`config.mk`:
```
export PLATFORM = sky130hd
export DESIGN_NAME = demux_1to4_16bit
export DESIGN_NICKNAME = d
export VERILOG_FILES = /design/src/rtl/demux_pkg.sv /design/src/rtl/demux_lane_fifo.sv /design/src/rtl/demux_1to4_16bit.sv
export SDC_FILE = /design/constraint.sdc
export NUM_CORES = 1
export LEC_CHECK = 0
export CORE_MARGIN = 3
export CORE_UTILIZATION = 58
export DETAILED_ROUTE_END_ITERATION = 16
export GPL_ROUTABILITY_DRIVEN = 0
export PLACE_DENSITY = 0.88
export SYNTH_ARGS = -nofsm -noshare
export SYNTH_HDL_FRONTEND = slang
export SYNTH_SLANG_ARGS = --single-unit
```
`constraint.sdc`:
```
create_clock -name clk -period 6 [get_ports clk]
set_input_delay 1.5 -clock clk [delete_from_list [all_inputs] [get_ports clk]]
set_output_delay 1.5 -clock clk [all_outputs]
set_load 0.005 [all_outputs]
```
`src/rtl/demux_pkg.sv`:
```
// -----------------------------------------------------------------------------
// demux_pkg
// Shared constants and types for the buffered 1-to-4 demultiplexer.
//   WIDTH      data width of every lane
//   SEL_WIDTH  lane select width
//   NUM_LANES  number of output lanes (1 << SEL_WIDTH)
//   DEPTH      entries per lane buffer (head register + one storage entry)
//   lane_idx_t lane index type
//   level_t    per-lane occupancy type (0..DEPTH)
// -----------------------------------------------------------------------------
package demux_pkg;

    localparam int WIDTH     = 16;
    localparam int SEL_WIDTH = 2;
    localparam int NUM_LANES = 1 << SEL_WIDTH;
    localparam int DEPTH     = 2;

    typedef logic [SEL_WIDTH-1:0] lane_idx_t;
    typedef logic [1:0]           level_t;

endpackage : demux_pkg

```
`src/rtl/demux_lane_fifo.sv`:
```
// -----------------------------------------------------------------------------
// demux_lane_fifo
// Two-entry lane FIFO: a registered head word plus one storage entry.
// Ports:
//   clk, rst_n   clock, asynchronous active-low reset
//   push         write push_data (ignored when full)
//   push_data    word to write
//   pop          consumer accepts head (ignored when empty)
//   head         current head word, registered; holds its value when empty
//   valid        head valid (level != 0)
//   level        occupancy 0..2
// -----------------------------------------------------------------------------
module demux_lane_fifo
    import demux_pkg::*;
#(
    parameter int WIDTH = demux_pkg::WIDTH
) (
    input  logic             clk,
    input  logic             rst_n,
    input  logic             push,
    input  logic [WIDTH-1:0] push_data,
    input  logic             pop,
    output logic [WIDTH-1:0] head,
    output logic             valid,
    output level_t           level
);

    logic [WIDTH-1:0] tail_q;
    level_t           level_q;
    logic             do_push;
    logic             do_pop;

    // Guard locally so the FIFO can never over- or under-run, whatever the caller does.
    assign do_push = push && (level_q != level_t'(DEPTH));
    assign do_pop  = pop  && (level_q != level_t'(0));

    // NOTE: sequential state uses non-blocking assignments so every register
    // samples the pre-edge values of its neighbours, independent of statement order.
    // NOTE: the storage entry is reset along with the head; it is a single word,
    // so clearing it costs nothing and keeps the state fully defined after reset.
    always_ff @(posedge clk or negedge rst_n) begin
        if (!rst_n) begin
            head    <= '0;
            tail_q  <= '0;
            level_q <= '0;
        end else if (do_push && do_pop) begin
            // Only reachable at level 1: the new word replaces the departing head.
            head <= push_data;
        end else if (do_push) begin
            if (level_q == level_t'(0)) begin
                head <= push_data;
            end else begin
                tail_q <= push_data;
            end
            level_q <= level_q + level_t'(1);
        end else if (do_pop) begin
            // At level 1 the head simply goes stale; it is not cleared.
            if (level_q == level_t'(DEPTH)) begin
                head <= tail_q;
            end
            level_q <= level_q - level_t'(1);
        end
    end

    assign valid = (level_q != level_t'(0));
    assign level = level_q;

endmodule : demux_lane_fifo

```
`src/rtl/demux_1to4_16bit.sv`:
```
// -----------------------------------------------------------------------------
// demux_1to4_16bit
// Buffered 1-to-4 demultiplexer: one valid/ready stream is steered word by word
// to one of four lanes, each with its own 2-entry FIFO so a stalled consumer
// never blocks or reorders traffic to the others.
// Ports:
//   clk, rst_n             clock, asynchronous active-low reset
//   in_data/in_sel/in_valid input word, destination lane, word present
//   in_ready               selected lane has room (no path from out_ready)
//   out_data0..3           head word of each lane, registered
//   out_valid[i]           lane i head valid
//   out_ready[i]           consumer i accepts head
//   lane_level             occupancy, lane i at [2i+1:2i]
// -----------------------------------------------------------------------------
module demux_1to4_16bit
    import demux_pkg::*;
#(
    parameter int WIDTH     = demux_pkg::WIDTH,
    parameter int SEL_WIDTH = demux_pkg::SEL_WIDTH,
    parameter int DEPTH     = demux_pkg::DEPTH
) (
    input  logic                   clk,
    input  logic                   rst_n,
    input  logic [WIDTH-1:0]       in_data,
    input  logic [SEL_WIDTH-1:0]   in_sel,
    input  logic                   in_valid,
    output logic                   in_ready,
    output logic [WIDTH-1:0]       out_data0,
    output logic [WIDTH-1:0]       out_data1,
    output logic [WIDTH-1:0]       out_data2,
    output logic [WIDTH-1:0]       out_data3,
    output logic [3:0]             out_valid,
    input  logic [3:0]             out_ready,
    output logic [7:0]             lane_level
);

    localparam int LANES = 1 << SEL_WIDTH;

    logic [LANES-1:0] push_en;
    level_t           levels [LANES];
    logic [WIDTH-1:0] heads  [LANES];

    // Gated with rst_n so the source sees "not ready" for the whole reset window.
    assign in_ready = rst_n && (levels[in_sel] != level_t'(DEPTH));

    // NOTE: every always_comb output gets a default first; otherwise the
    // paths that skip the assignment would infer a latch.
    always_comb begin
        push_en = '0;
        if (in_valid && in_ready) begin
            push_en[in_sel] = 1'b1;
        end
    end

    for (genvar i = 0; i < LANES; i++) begin : g_lane
        demux_lane_fifo #(
            .WIDTH(WIDTH)
        ) u_fifo (
            .clk       (clk),
            .rst_n     (rst_n),
            .push      (push_en[i]),
            .push_data (in_data),
            .pop       (out_ready[i]),
            .head      (heads[i]),
            .valid     (out_valid[i]),
            .level     (levels[i])
        );

        assign lane_level[2*i +: 2] = levels[i];
    end

    assign out_data0 = heads[0];
    assign out_data1 = heads[1];
    assign out_data2 = heads[2];
    assign out_data3 = heads[3];

endmodule : demux_1to4_16bit

```
# After elaboration in Yosys (flattened, before gate mapping)
# Index checks and enable logic that the tools add are counted.
[classes]
n_eq_ne = 13
mux = 34
n_reduce_logical = 47
n_addsub = 8
magnitude_cmp = 3
bitwise = 9
[ops]
columns = ["operator", "count"]
rows = [
  ["$mux W16", 20],
  ["$reduce_and A3 Y1", 8],
  ["$reduce_bool A3 Y1", 8],
  ["$mux W2", 10],
  ["$reduce_bool A2 Y1", 8],
  ["$logic_and A1 B1 Y1", 15],
  ["$ne A3 B3 Y1 const B", 4],
  ["$ne A2 B2 Y1 const B", 5],
  ["$add A2 B1 Y2 const B", 4],
  ["$eq A2 B2 Y1 const B", 4],
  ["$logic_not A2 Y1", 4],
  ["$not A1 Y1", 8],
  ["$reduce_and A2 Y1", 4],
  ["$sub A2 B1 Y2 const B", 4],
  ["$bmux W2 S2", 1],
  ["$mux W4", 1],
  ["$ge A3 B3 Y1 const B", 1],
  ["$lt A2 B3 Y1 const B", 1],
  ["$not A2 Y3", 1],
  ["$demux W1 S2", 1],
  ["$ge A2 B1 Y1 const B", 1],
  ["$mux W1", 1],
]
[word_totals]
elab_cells = 126
inputBits = 25
register_bits = 136
out_inout_bits = 77

# Logic depth before layout (Yosys ltp)
[depth]
depth_word = 12
depth_mapped = 10
depth_no_buf = 7

# Cells and area by module
# A second synthesis with hierarchy kept.
[hier_totals]
hier_cells = 439
area_unflattened_um2 = 6104.6
[by_module_without_submodules]
columns = ["module", "area_per_inst_um2", "seq_area_each_um2", "n_inst", "cells_per_inst"]
rows = [
  ["demux_lane_fifo", 1498.9, 850.8, 4, 105],
  ["demux_1to4_16bit", 108.9, 0.0, 1, 19],
]

# Least setup slack after synthesis
# Ideal clock, no wire load.
[synth_path]
path_kind = "input -> output"
startpoint = "in in_sel[1]"
endpoint = "out in_ready"
arrival_time_ns = 2.023
required_time_ns = 4.500
path_stages = 3
path_buffers = 0
path_slack_ns = 2.477
cell_sequence = "nor3b_1 > a311o_1 > a21boi_0"
[synth_between]
elab_chain_cells = 6
[synth_lines]
columns = ["element", "line_no", "rtl"]
rows = [
  ["start: declaration", "demux_1to4_16bit.sv:25", "input logic [SEL_WIDTH-1:0] in_sel,"],
  ["$not A2 Y3 (implied by the code)", "demux_1to4_16bit.sv:44", "assign in_ready = rst_n && (levels[in_sel] != level_t'(DEPTH));"],
  ["$bmux W2 S2", "demux_1to4_16bit.sv:44", ""],
  ["$mux W2 (implied by the code) (2 in a row)", "demux_1to4_16bit.sv:44", ""],
  ["$ne A2 B2 Y1", "demux_1to4_16bit.sv:44", ""],
  ["$logic_and A1 B1 Y1", "demux_1to4_16bit.sv:44", ""],
  ["end: declaration", "demux_1to4_16bit.sv:27", "output logic in_ready,"],
]
# Every way passes these cells. The select of a mux whose other input is x is not followed.

# Worst setup path after layout
# Same ends and word-level chain as after synthesis.

==> run_summary.xml <==
<?xml version="1.0" encoding="UTF-8"?>
<metrics>
  <group name="cells_and_area">
    <metric name="areaGrowthSynthToFinish" unit="%">25.60</metric>
    <metric name="stdcell_area" unit="mm²">0.007993</metric>
    <metric name="antenna-diode-count" unit="">0</metric>
    <metric name="final_net_count" unit="">685</metric>
    <metric name="post_route_cells_drive_above_1_share" unit="%">15.55</metric>
    <metric name="layout_commonest_cell" unit="">sky130_fd_sc_hd__dfrtp_1</metric>
    <metric name="mostFrequentLayoutCells" unit="">sky130_fd_sc_hd__dfrtp_1, sky130_fd_sc_hd__nor2_1, sky130_fd_sc_hd__a211oi_1, sky130_fd_sc_hd__clkdlybuf4s50_1, sky130_fd_sc_hd__mux2_2</metric>
    <metric name="finish.cell_count_without_fillers" unit="">805</metric>
  </group>
  <group name="pwr">
    <metric name="share_clk_of_total_power" unit="%">25.4</metric>
    <metric name="switchingPower" unit="µW">1416</metric>
    <metric name="power.switching_fraction" unit="%">31.93</metric>
    <metric name="power_density_over_the_cells" unit="mW/mm²">555.0</metric>
    <metric name="p_leak" unit="µW">0.003307</metric>
    <metric name="comb_power_share" unit="%">35.7</metric>
    <metric name="p_int" unit="µW">3020</metric>
    <metric name="worst_ir_drop_vdd" unit="mV">0.2929</metric>
    <metric name="power_share_of_the_sequential_group" unit="%">38.9</metric>
  </group>
  <group name="timing">
    <metric name="min_period" unit="ns">4.682</metric>
    <metric name="max_freq" unit="GHz">0.2136</metric>
    <metric name="grt_setup_unrepaired" unit="">no</metric>
    <metric name="final-hold-violation-count" unit="">0</metric>
    <metric name="finalSetupTns" unit="ns">0</metric>
    <metric name="maxSlewViolCount" unit="">0</metric>
    <metric name="final_min_period_over_clock_period" unit="%">78.03</metric>
    <metric name="finalSetupViolCount" unit="">0</metric>
    <metric name="slew_headroom" unit="%">14.76</metric>
    <metric name="clock-skew-final" unit="ns">0.004892</metric>
    <metric name="worst_tran_pin_value" unit="ns">1.276</metric>
  </group>
  <group name="min_path">
    <metric name="timing.hold.worst.class" unit="">flip-flop to flip-flop</metric>
    <metric name="capture_endpoint_of_the_worst_hold_path" unit="">g_lane[2].u_fifo.tail_q[0]$_DFFE_PN0P_</metric>
    <metric name="hold_path_depth" unit="">1</metric>
    <metric name="min_from" unit="">g_lane[2].u_fifo.tail_q[0]$_DFFE_PN0P_</metric>
  </group>
  <group name="grt">
    <metric name="antenna_found_initial" unit="">0</metric>
    <metric name="vias_in_the_first_global_route" unit="">5348</metric>
    <metric name="grt_pass1_wl" unit="mm">27.65</metric>
    <metric name="grt_max_degree" unit="">74</metric>
    <metric name="grt_overflow_total" unit="">0</metric>
    <metric name="global_route.usage.total" unit="%">28.10</metric>
  </group>
  <group name="synthesis">
    <metric name="ys_types" unit="">39</metric>
    <metric name="netlist.top_cell.by_area" unit="">sky130_fd_sc_hd__dfrtp_1</metric>
    <metric name="synth_ff_type" unit="">sky130_fd_sc_hd__dfrtp_1</metric>
    <metric name="yosysSeqAreaShare" unit="%">53.48</metric>
    <metric name="synthesis.yosys.warnings" unit="">0</metric>
    <metric name="synth_seq_cells" unit="">136</metric>
    <metric name="yosysTopAreaCellShare" unit="%">53.48</metric>
    <metric name="synth-edff-count" unit="">0</metric>
    <metric name="post_synth_instance_area" unit="mm²">0.006364</metric>
    <metric name="synthesis.nets" unit="">606</metric>
    <metric name="synth_area_leaders" unit="">sky130_fd_sc_hd__dfrtp_1, sky130_fd_sc_hd__a211oi_1, sky130_fd_sc_hd__mux2_2</metric>
    <metric name="synth_cells" unit="">577</metric>
    <metric name="avgSynthCellArea" unit="µm²">11.03</metric>
    <metric name="async_reset_ff_share" unit="%">100.0</metric>
  </group>
  <group name="die">
    <metric name="die_width" unit="µm">110.7</metric>
    <metric name="core.rowCount" unit="">37</metric>
    <metric name="initial_core_utilization" unit="%">60.55</metric>
    <metric name="fp.dieArea" unit="mm²">0.01226</metric>
    <metric name="die_height" unit="µm">110.7</metric>
    <metric name="ioPinCount" unit="">102</metric>
    <metric name="core" unit="mm²">0.01051</metric>
  </group>
  <group name="worst_setup_path">
    <metric name="start_kind" unit="">primary input</metric>
    <metric name="timing.critical_path.to_type" unit="">output port</metric>
    <metric name="crit_fanout" unit="">8</metric>
    <metric name="critical_path_arrival" unit="ns">3.18</metric>
    <metric name="rr_worst_depth" unit="">6</metric>
    <metric name="worstSetupPathType" unit="">primary input to output port</metric>
    <metric name="r2r-start" unit="">g_lane[0].u_fifo.level[0]$_DFFE_PN0P_</metric>
    <metric name="timing.critical_path.required" unit="ns">4.50</metric>
    <metric name="setup.reg_to_reg.worst_slack" unit="ns">2.85</metric>
    <metric name="timing.rr.end" unit="">g_lane[0].u_fifo.tail_q[9]$_DFFE_PN0P_</metric>
  </group>
  <group name="flow_run">
    <metric name="maxCapViolCount" unit="">0</metric>
  </group>
  <group name="routing">
    <metric name="detail-route-antenna-nets" unit="">0</metric>
    <metric name="drt_first_iter_violations" unit="">452</metric>
    <metric name="drt_pass1_iterations" unit="">4</metric>
    <metric name="post-route-drc-count" unit="">0</metric>
    <metric name="vias_per_cell" unit="">6.353</metric>
    <metric name="finalWirelength" unit="mm">16.83</metric>
    <metric name="routed_wire_length_per_instance" unit="µm">20.90</metric>
    <metric name="vias" unit="">5114</metric>
  </group>
  <group name="place">
    <metric name="placedInstanceArea" unit="mm²">0.007350</metric>
    <metric name="buffer_ports.inserted" unit="">101</metric>
    <metric name="place_hpwl" unit="mm">10.83</metric>
    <metric name="place.detailed.instances" unit="">773</metric>
  </group>
  <group name="clock_network">
    <metric name="cts-root-to-sink-buffers" unit="">2</metric>
    <metric name="clock_tree.root_cell" unit="">sky130_fd_sc_hd__clkbuf_8</metric>
    <metric name="clock_insertion_delay_worst_skew" unit="ns">0.53</metric>
    <metric name="cts.repair.resized" unit="">0</metric>
    <metric name="cts_tree" unit="">yes</metric>
    <metric name="cts_hold_buffers_added" unit="">0</metric>
    <metric name="tritoncts.num_buffers" unit="">17</metric>
    <metric name="post_cts_buffers" unit="">0</metric>
    <metric name="clk_pin_slew_worst_paths" unit="ns">0.06</metric>
    <metric name="clock-sinks" unit="">136</metric>
    <metric name="cts.htree.levels" unit="">4</metric>
  </group>
  <group name="run_status">
    <metric name="run_status" unit="">completed</metric>
  </group>
</metrics>
power groups by stage:
| stage | clock network (µW) | registers [µW] | logic, µW |
|---|---|---|---|
| 6_report | 1130 | 1730 | 1580 |
| 3_5_place_dp | 0 | 1720 | 1550 |
| 4_1_cts | 1130 | 1720 | 1590 |
| 5_1_grt | 1180 | 1770 | 1720 |
| 2_1_floorplan | 0 | 1640 | 852 |
| 3_3_place_gp | 0 | 1690 | 1490 |
synthesized netlist by cell type (3+ instances only):
library cell               number
sky130_fd_sc_hd__ha_1           4
sky130_fd_sc_hd__buf_1          3
sky130_fd_sc_hd__nor2_1       130
sky130_fd_sc_hd__mux2i_1        4
sky130_fd_sc_hd__mux2_4        10
sky130_fd_sc_hd__a21oi_1        6
sky130_fd_sc_hd__and3b_1        4
sky130_fd_sc_hd__clkbuf_1      18
sky130_fd_sc_hd__nand3b_1       5
sky130_fd_sc_hd__buf_2         16
sky130_fd_sc_hd__xor2_1         4
sky130_fd_sc_hd__nand2_1        4
sky130_fd_sc_hd__a211oi_1     128
sky130_fd_sc_hd__a21boi_0       3
sky130_fd_sc_hd__mux2_2        53
sky130_fd_sc_hd__inv_1         10
sky130_fd_sc_hd__buf_4          7
sky130_fd_sc_hd__dfrtp_1      136
area by class of cell:
| type | count | area [µm²] |
|---|---|---|
| flip-flops and latches | 136 | 3403 |
| multi-input cells | 383 | 2681 |
| repair buffers | 106 | 1050 |
| clock buffers | 20 | 445.4 |
| well taps | 136 | 170.2 |
| inverters | 12 | 45.04 |
| clock inverters | 12 | 197.7 |
| fillers | 650 | 2516 |
through the flow:
step / hold slack [ns] / util [%] / setup slack (ns) / total power [µW]
floorplan: 0.4588 / - / 2.477 / 2490
global placement: 0.4681 / 69.94 / 1.343 / 3187
finish: 0.5074 / 76.06 / 1.318 / 4436
CTS: 0.5097 / 76.06 / 1.303 / 4440
detailed placement: 0.4960 / 69.94 / 1.304 / 3272
global route: 0.5164 / 76.06 / 1.245 / 4667
registers in the layout, summed over array words and instances, names as in the netlist:
| register | count |
|---|---|
| g_lane.u_fifo.level | 8 |
| g_lane.u_fifo.head | 64 |
| g_lane.u_fifo.tail_q | 64 |
worst max-delay path by stage:
stage	slack [ns]	endpoint	startpoint	cells past startpoint
floorplan	2.48	in_ready	in_sel[1]	3
detailed placement	1.30	in_ready	in_sel[1]	5
CTS	1.30	in_ready	in_sel[1]	5
global placement	1.34	in_ready	in_sel[1]	5
global route	1.24	in_ready	in_sel[1]	5
finish	1.32	in_ready	in_sel[1]	5
critical path, cell delays in order:
cell	delay, ns
sky130_fd_sc_hd__clkdlybuf4s50_1	0.59
sky130_fd_sc_hd__nor3b_1	0.08
sky130_fd_sc_hd__a311o_1	0.32
sky130_fd_sc_hd__a21boi_0	0.16
sky130_fd_sc_hd__clkdlybuf4s50_1	0.53
layer usage:
layer	track usage, %	routed length, µm	up-vias
met2	47.69	8532	199
met4	10.84	344	0
met5	0	0	-
met3	7.751	1112	26
met1	34.15	6837	2628
li1	-	-	2261
kinds of logic (layout without fill, tap and decap cells):
| logic type | after synthesis | after routing | share of synthesized area [%] |
|---|---|---|---|
| simple gates | 160 | 160 | 11.13 |
| mux | 68 | 68 | 12.54 |
| fa+ha+maj | 4 | 4 | 0.7865 |
| compound gates | 147 | 147 | 17.13 |
| buf+inv | 58 | 150 | 4.385 |
| flops | 136 | 136 | 53.48 |
| xor+xnor | 4 | 4 | 0.5505 |
Note: power is estimated with default switching activity, not from simulation.
